**src/rtl/pwm_capture.sv**
```systemverilog
// pwm_capture: reader side of the multi-channel PWM driver.
// Measures each channel's high-time (in clocks) over one hsync-delimited
// period, snapshots all counts at hsync and streams them out one word per
// channel, channel 0 first, on a valid/ready port.
//
// Ports:
//   clk        - single clock, rising edge
//   rst        - synchronous active-low reset
//   hsync      - single-cycle period-start pulse
//   pwm_in     - PWM lines, bit i = channel i
//   out_valid  - out_data/out_chan hold a valid word
//   out_ready  - downstream accepts the word when high with out_valid
//   out_data   - measured high-time of channel out_chan
//   out_chan   - channel index of out_data
//   frame_done - one-cycle pulse after the last channel word is accepted
//   overrun    - one-cycle pulse when an hsync snapshot is dropped
//
// Optional feature macro: PWM_CAPTURE_SYNC_EN
//   defined   - pwm_in and hsync each pass through a two-flop synchronizer
//   undefined - inputs used directly (same-clock source)
module pwm_capture #(
  parameter int unsigned DWIDTH = 8,
  parameter int unsigned STAGE  = 8,
  localparam int unsigned CW    = (STAGE > 1) ? $clog2(STAGE) : 1
) (
  input  logic              clk,
  input  logic              rst,
  input  logic              hsync,
  input  logic [0:STAGE-1]  pwm_in,
  output logic              out_valid,
  input  logic              out_ready,
  output logic [DWIDTH-1:0] out_data,
  output logic [CW-1:0]     out_chan,
  output logic              frame_done,
  output logic              overrun
);

  localparam logic [DWIDTH-1:0] HC_MAX = '1;
  localparam logic [CW-1:0]     LAST_IDX = CW'(STAGE - 1);

  typedef enum logic {
    S_IDLE = 1'b0,
    S_SEND = 1'b1
  } state_t;

  logic [0:STAGE-1] w_pwm;
  logic             w_hsync;

  // Input stage: optional two-flop synchronizers with equal delay on both paths
`ifdef PWM_CAPTURE_SYNC_EN
  logic [0:STAGE-1] r_pwm_s1;
  logic [0:STAGE-1] r_pwm_s2;
  logic             r_hs_s1;
  logic             r_hs_s2;

  always_ff @(posedge clk) begin
    if (!rst) begin
      r_pwm_s1 <= '0;
      r_pwm_s2 <= '0;
      r_hs_s1  <= 1'b0;
      r_hs_s2  <= 1'b0;
    end else begin
      r_pwm_s1 <= pwm_in;
      r_pwm_s2 <= r_pwm_s1;
      r_hs_s1  <= hsync;
      r_hs_s2  <= r_hs_s1;
    end
  end

  assign w_pwm   = r_pwm_s2;
  assign w_hsync = r_hs_s2;
`else
  assign w_pwm   = pwm_in;
  assign w_hsync = hsync;
`endif

  logic [DWIDTH-1:0] r_hc   [STAGE];
  logic [DWIDTH-1:0] r_snap [STAGE];
  logic              r_armed;

  state_t            r_state;
  state_t            w_state_nxt;
  logic [CW-1:0]     r_idx;
  logic [CW-1:0]     w_idx_nxt;

  logic              r_out_valid;
  logic [DWIDTH-1:0] r_out_data;
  logic [CW-1:0]     r_out_chan;
  logic              r_frame_done;
  logic              r_overrun;

  logic              w_out_valid_nxt;
  logic [DWIDTH-1:0] w_out_data_nxt;
  logic [CW-1:0]     w_out_chan_nxt;
  logic              w_frame_done_nxt;
  logic              w_overrun_nxt;

  logic              w_accept;
  logic              w_last;
  logic              w_free;
  logic              w_snap_take;
  logic              w_drop;

  // High-time counters: hsync restarts the count with the hsync-cycle sample
  always_ff @(posedge clk) begin
    if (!rst) begin
      for (int i = 0; i < int'(STAGE); i++) begin
        r_hc[i] <= '0;
      end
    end else begin
      for (int i = 0; i < int'(STAGE); i++) begin
        if (w_hsync) begin
          r_hc[i] <= DWIDTH'(w_pwm[i]);
        end else if (w_pwm[i] && (r_hc[i] != HC_MAX)) begin
          r_hc[i] <= r_hc[i] + DWIDTH'(1);
        end
      end
    end
  end

  // The first hsync after reset only opens the first full period
  always_ff @(posedge clk) begin
    if (!rst) begin
      r_armed <= 1'b0;
    end else if (w_hsync) begin
      r_armed <= 1'b1;
    end
  end

  // Snapshot captures counts from before the hsync restart
  always_ff @(posedge clk) begin
    if (!rst) begin
      for (int i = 0; i < int'(STAGE); i++) begin
        r_snap[i] <= '0;
      end
    end else if (w_snap_take) begin
      for (int i = 0; i < int'(STAGE); i++) begin
        r_snap[i] <= r_hc[i];
      end
    end
  end

  // Beat handshake and buffer-availability decode
  assign w_accept    = r_out_valid && out_ready;
  assign w_last      = (r_idx == LAST_IDX);
  assign w_free      = (r_state == S_IDLE) || (w_accept && w_last);
  assign w_snap_take = w_hsync && r_armed && w_free;
  assign w_drop      = w_hsync && r_armed && !w_free;

  // FSM state register
  always_ff @(posedge clk) begin
    if (!rst) begin
      r_state <= S_IDLE;
      r_idx   <= '0;
    end else begin
      r_state <= w_state_nxt;
      r_idx   <= w_idx_nxt;
    end
  end

  // FSM next-state and next-output decode
  always_comb begin
    w_state_nxt      = r_state;
    w_idx_nxt        = r_idx;
    w_frame_done_nxt = 1'b0;
    w_overrun_nxt    = w_drop;
    w_out_valid_nxt  = 1'b0;
    w_out_data_nxt   = '0;
    w_out_chan_nxt   = '0;

    unique case (r_state)
      S_IDLE: begin
        if (w_snap_take) begin
          w_state_nxt = S_SEND;
          w_idx_nxt   = '0;
        end
      end
      S_SEND: begin
        if (w_accept) begin
          if (w_last) begin
            w_frame_done_nxt = 1'b1;
            w_idx_nxt        = '0;
            // hsync coinciding with the last accept starts the next frame seamlessly
            w_state_nxt      = w_snap_take ? S_SEND : S_IDLE;
          end else begin
            w_idx_nxt = r_idx + CW'(1);
          end
        end
      end
      default: begin
        w_state_nxt = S_IDLE;
        w_idx_nxt   = '0;
      end
    endcase

    if (w_state_nxt == S_SEND) begin
      w_out_valid_nxt = 1'b1;
      w_out_chan_nxt  = w_idx_nxt;
      // A fresh snapshot is not yet in r_snap, so forward channel 0 from the counter
      w_out_data_nxt  = w_snap_take ? r_hc[0] : r_snap[w_idx_nxt];
    end
  end

  // Registered outputs
  always_ff @(posedge clk) begin
    if (!rst) begin
      r_out_valid  <= 1'b0;
      r_out_data   <= '0;
      r_out_chan   <= '0;
      r_frame_done <= 1'b0;
      r_overrun    <= 1'b0;
    end else begin
      r_out_valid  <= w_out_valid_nxt;
      r_out_data   <= w_out_data_nxt;
      r_out_chan   <= w_out_chan_nxt;
      r_frame_done <= w_frame_done_nxt;
      r_overrun    <= w_overrun_nxt;
    end
  end

  assign out_valid  = r_out_valid;
  assign out_data   = r_out_data;
  assign out_chan   = r_out_chan;
  assign frame_done = r_frame_done;
  assign overrun    = r_overrun;

endmodule

```
**config.mk**
```make
export PLATFORM = sky130hd
export DESIGN_NAME = pwm_capture
export DESIGN_NICKNAME = d
export VERILOG_FILES = /design/src/rtl/pwm_capture.sv
export SDC_FILE = /design/constraint.sdc
export NUM_CORES = 1
export LEC_CHECK = 0
export CAP_MARGIN = 40
export CORE_UTILIZATION = 66
export DETAILED_ROUTE_END_ITERATION = 8
export MAX_ROUTING_LAYER = met4
export PLACE_DENSITY = 0.95
export SKIP_LAST_GASP = 1
export SYNTH_ARGS = -nofsm -noshare
export SYNTH_HDL_FRONTEND = slang
export SYNTH_SLANG_ARGS = --single-unit
```
**constraint.sdc**
```tcl
create_clock -name clk -period 6.5 [get_ports clk]
set_clock_uncertainty 0.15 [all_clocks]
set_input_delay 0.975 -clock clk [delete_from_list [all_inputs] [get_ports clk]]
set_output_delay 0.975 -clock clk [all_outputs]
set_load 0.02 [all_outputs]
```
==> impl_metrics.json <==
{
  "status": "finished, final reports clean",
  "hold_buffers": 0,
  "postCtsSetupRepairBufs": 0,
  "fin_tns_setup_ns": 0,
  "rows": 38,
  "io_pins": 26,
  "area_growth_syn_to_layout_pct": 11.3,
  "fin_nets": 713,
  "hold_end": "r_snap[7][1]$_DFFE_PP_",
  "fin_crit_sh_pct": 60.6,
  "drt-wirelength-per-cell_um": 20.5,
  "reg2reg_depth": 6,
  "period_minus_slack_ns": 3.94,
  "cts_max_level": 4,
  "multi_input_area_sq_um": 2830,
  "core_area_sq_um": 10800,
  "clk_path_buf_depth": 2,
  "dpl.hpwl_mm": 11.2,
  "detail_route.iter0.violations": 548,
  "worst_setup_path_end_kind": "flip-flop",
  "synth_area_sq_um": 7310,
  "min-delay-start": "r_hc[1][25]$_SDFFCE_PN0P_",
  "async_flop_share_pct": 0,
  "place.gp.congestion": 0.962,
  "chipWidth_um": 107,
  "synth-edff-count": 128,
  "rr_startpoint": "r_idx[0]$_SDFF_PN0_",
  "cts-root-buf": "clkbuf_8",
  "cts.repair.resized": 0,
  "ant_nets": 0,
  "grt_util_all_layers_pct": 32.6,
  "grt_busiest_layer": "met2",
  "synth_nets": 695,
  "syn_inst": 673,
  "cts_tree": "done",
  "nFillCells": 658,
  "ys_ff_latch": 146,
  "max-cap-violations": 0,
  "cpPeakStageDelay_ns": 0.97,
  "grt_overflow": 0,
  "diodes": 0,
  "die-area_sq_um": 11500,
  "clk_pin_slew_ns": 0.06,
  "grt_first_pass_wirelength_mm": 27.3,
  "yosysSeqAreaShare_pct": 57.5,
  "vias": 5523,
  "initial_core_util_pct": 67.7,
  "avgSynthCellArea_sq_um": 10.9,
  "ys.flop_type": "edfxtp_1",
  "slowest_stage": "clkdlybuf4s50_1",
  "p_leak_nw": 3.18,
  "design_area_sq_um": 8140,
  "firstDrtPassIters": 7,
  "path_cells": "clkdlybuf4s50_1, and3_1, buf_4, and2_1, nor3_1, o21ai_0, o211ai_1, o32ai_1",
  "cp-start-kind": "primary input",
  "cts_sinks": 146,
  "setup_viol": 0,
  "max_slew.worst_pin.slew_ns": 0.833,
  "io_buffers": 25,
  "grt_pass1_vias": 5187,
  "required_ns": 6.78,
  "rsz0062_at_grt": "no",
  "worstSetupPathType": "primary input to flip-flop",
  "grtUsageMet3_pct": 7.08,
  "clkLatencyLatePin_ns": 0.53,
  "synthDistinctLibCells": 56,
  "drc": 0,
  "drive_gt1_share_pct": 8.11,
  "ys_warn_count": 0,
  "critPathTopFamily": "simple AND/OR/NAND/NOR gates",
  "cp.arrival_ns": 4.22,
  "hold_class": "flip-flop to flip-flop",
  "crit_fanout": 25,
  "relSlewSlack_pct": 44.4,
  "peakVddDrop_uv": 153,
  "hold_viol": 0,
  "pwr_density_cell_nw_per_um2": 264,
  "seqCellArea_sq_um": 4200,
  "rr_endpoint": "r_snap[4][6]$_SDFFCE_PN0P_",
  "dpl_cell_area_sq_um": 7590,
  "crit_buf_inv": 2,
  "slew_viol_final": 0,
  "avgViaCountPerCell": 6.55,
  "gr-usage-met2_pct": 51.0,
  "cts_inserted_buffers": 17,
  "max_freq_mhz": 254,
  "fp.dieH_um": 107,
  "r2r_slack_ns": 3.03,
  "antenna_found_initial": 0,
  "grt_max_degree": 50,
  "routed_wirelength_mm": 17.2,
  "met1_usage_pct": 42.2,
  "hold_depth": 1
}
registers in the layout, indices dropped and copies added, names as in the netlist:
register,flops
out_data,8
out_chan,3
r_idx,3
r_snap,64
frame_done,1
r_armed,1
r_state,1
r_hc,64
overrun,1
metrics by stage:
| stage | power [mW] | setup slack (ns) | hold WS [ns] | std cells | utilization [%] |
|---|---|---|---|---|---|
| after global placement | 1.26 | 2.24 | 0.431 | 809 | 70.2 |
| final | 2.15 | 2.56 | 0.463 | 843 | 75.4 |
| after CTS | 2.14 | 2.69 | 0.460 | 842 | 75.2 |
| after global routing | 2.20 | 2.41 | 0.489 | 843 | 75.4 |
| after floorplan | 1.22 | 2.84 | 0.333 | 673 | - |
| after detailed placement | 1.27 | 2.19 | 0.447 | 811 | 70.3 |
Yosys cell counts (11+ instances only):
cell / n / area share [%]
a21oi_1: 23 / 1.6
and2_1: 21 / 1.8
and3_1: 64 / 5.5
clkbuf_1: 21 / 1.1
dfxtp_1: 18 / 4.9
edfxtp_1: 128 / 53
inv_1: 17 / 0.87
mux2i_1: 11 / 1.5
nand2_1: 75 / 3.9
nand3_1: 57 / 3.9
nor2_1: 87 / 4.5
xnor2_1: 15 / 1.8
xor2_1: 34 / 4.1
metal layers:
layer,wire length (um),vias to the layer above
met5,0,-
met4,605,0
met3,1750,66
met2,8410,405
met1,6490,2593
li1,-,2459
cell usage in the layout, fill, tap and decap left out, types with 3 or more instances in the layout:
cell	count
a211oi_1	3
a21oi_1	23
a31oi_1	6
a32oi_1	4
and2_1	21
and3_1	64
buf_4	8
clkbuf_16	16
clkdlybuf4s50_1	25
clkinvlp_4	6
dfxtp_1	18
edfxtp_1	128
ha_1	10
inv_1	16
mux2_2	5
mux2i_1	11
nand2_1	75
nand3_1	57
nor2_1	87
o211ai_1	3
o21ai_0	10
o22ai_1	5
o32ai_1	3
xnor2_1	15
xor2_1	34
cells by family (layout without fill, tap and decap cells):
family          Yosys count  in the layout  synth area share (%)
simple gates            316            316                  20.8
flops                   146            146                  57.5
buf+inv                  53             83                  3.80
compound gates           82             82                  7.89
xor+xnor                 49             49                  5.87
fa+ha+maj                10             10                  1.71
mux                      17             17                  2.48
area by class of cell:
cell class	instances	share of cell area, %
clock buffer	18	5.13
clock inverter	13	1.41
inverter	17	0.784
multi-input combinational	474	34.8
sequential	146	51.6
tap	140	2.15
timing repair buffer	35	4.12
power by group:
part	switching [mW]	total [mW]	leakage, nW	internal, mW
sequential	0.0464	1.12	1.55	1.07
combinational	0.0882	0.140	1.38	0.0513
clock	0.384	0.888	0.243	0.504
total	0.519	2.15	3.18	1.63
worst max-delay path by stage:
| stage | cells past startpoint | start | end |
|---|---|---|---|
| 2_1_floorplan | 7 | out_ready | out_data[4]$_SDFF_PN0_ |
| 3_3_place_gp | 8 | hsync | out_data[2]$_SDFF_PN0_ |
| 3_5_place_dp | 8 | hsync | out_data[2]$_SDFF_PN0_ |
| 4_1_cts | 8 | hsync | out_data[2]$_SDFF_PN0_ |
| 5_1_grt | 8 | hsync | out_data[0]$_SDFF_PN0_ |
| 6_report | 8 | hsync | out_data[0]$_SDFF_PN0_ |
No activity file was read; power rests on OpenSTA's default activity.
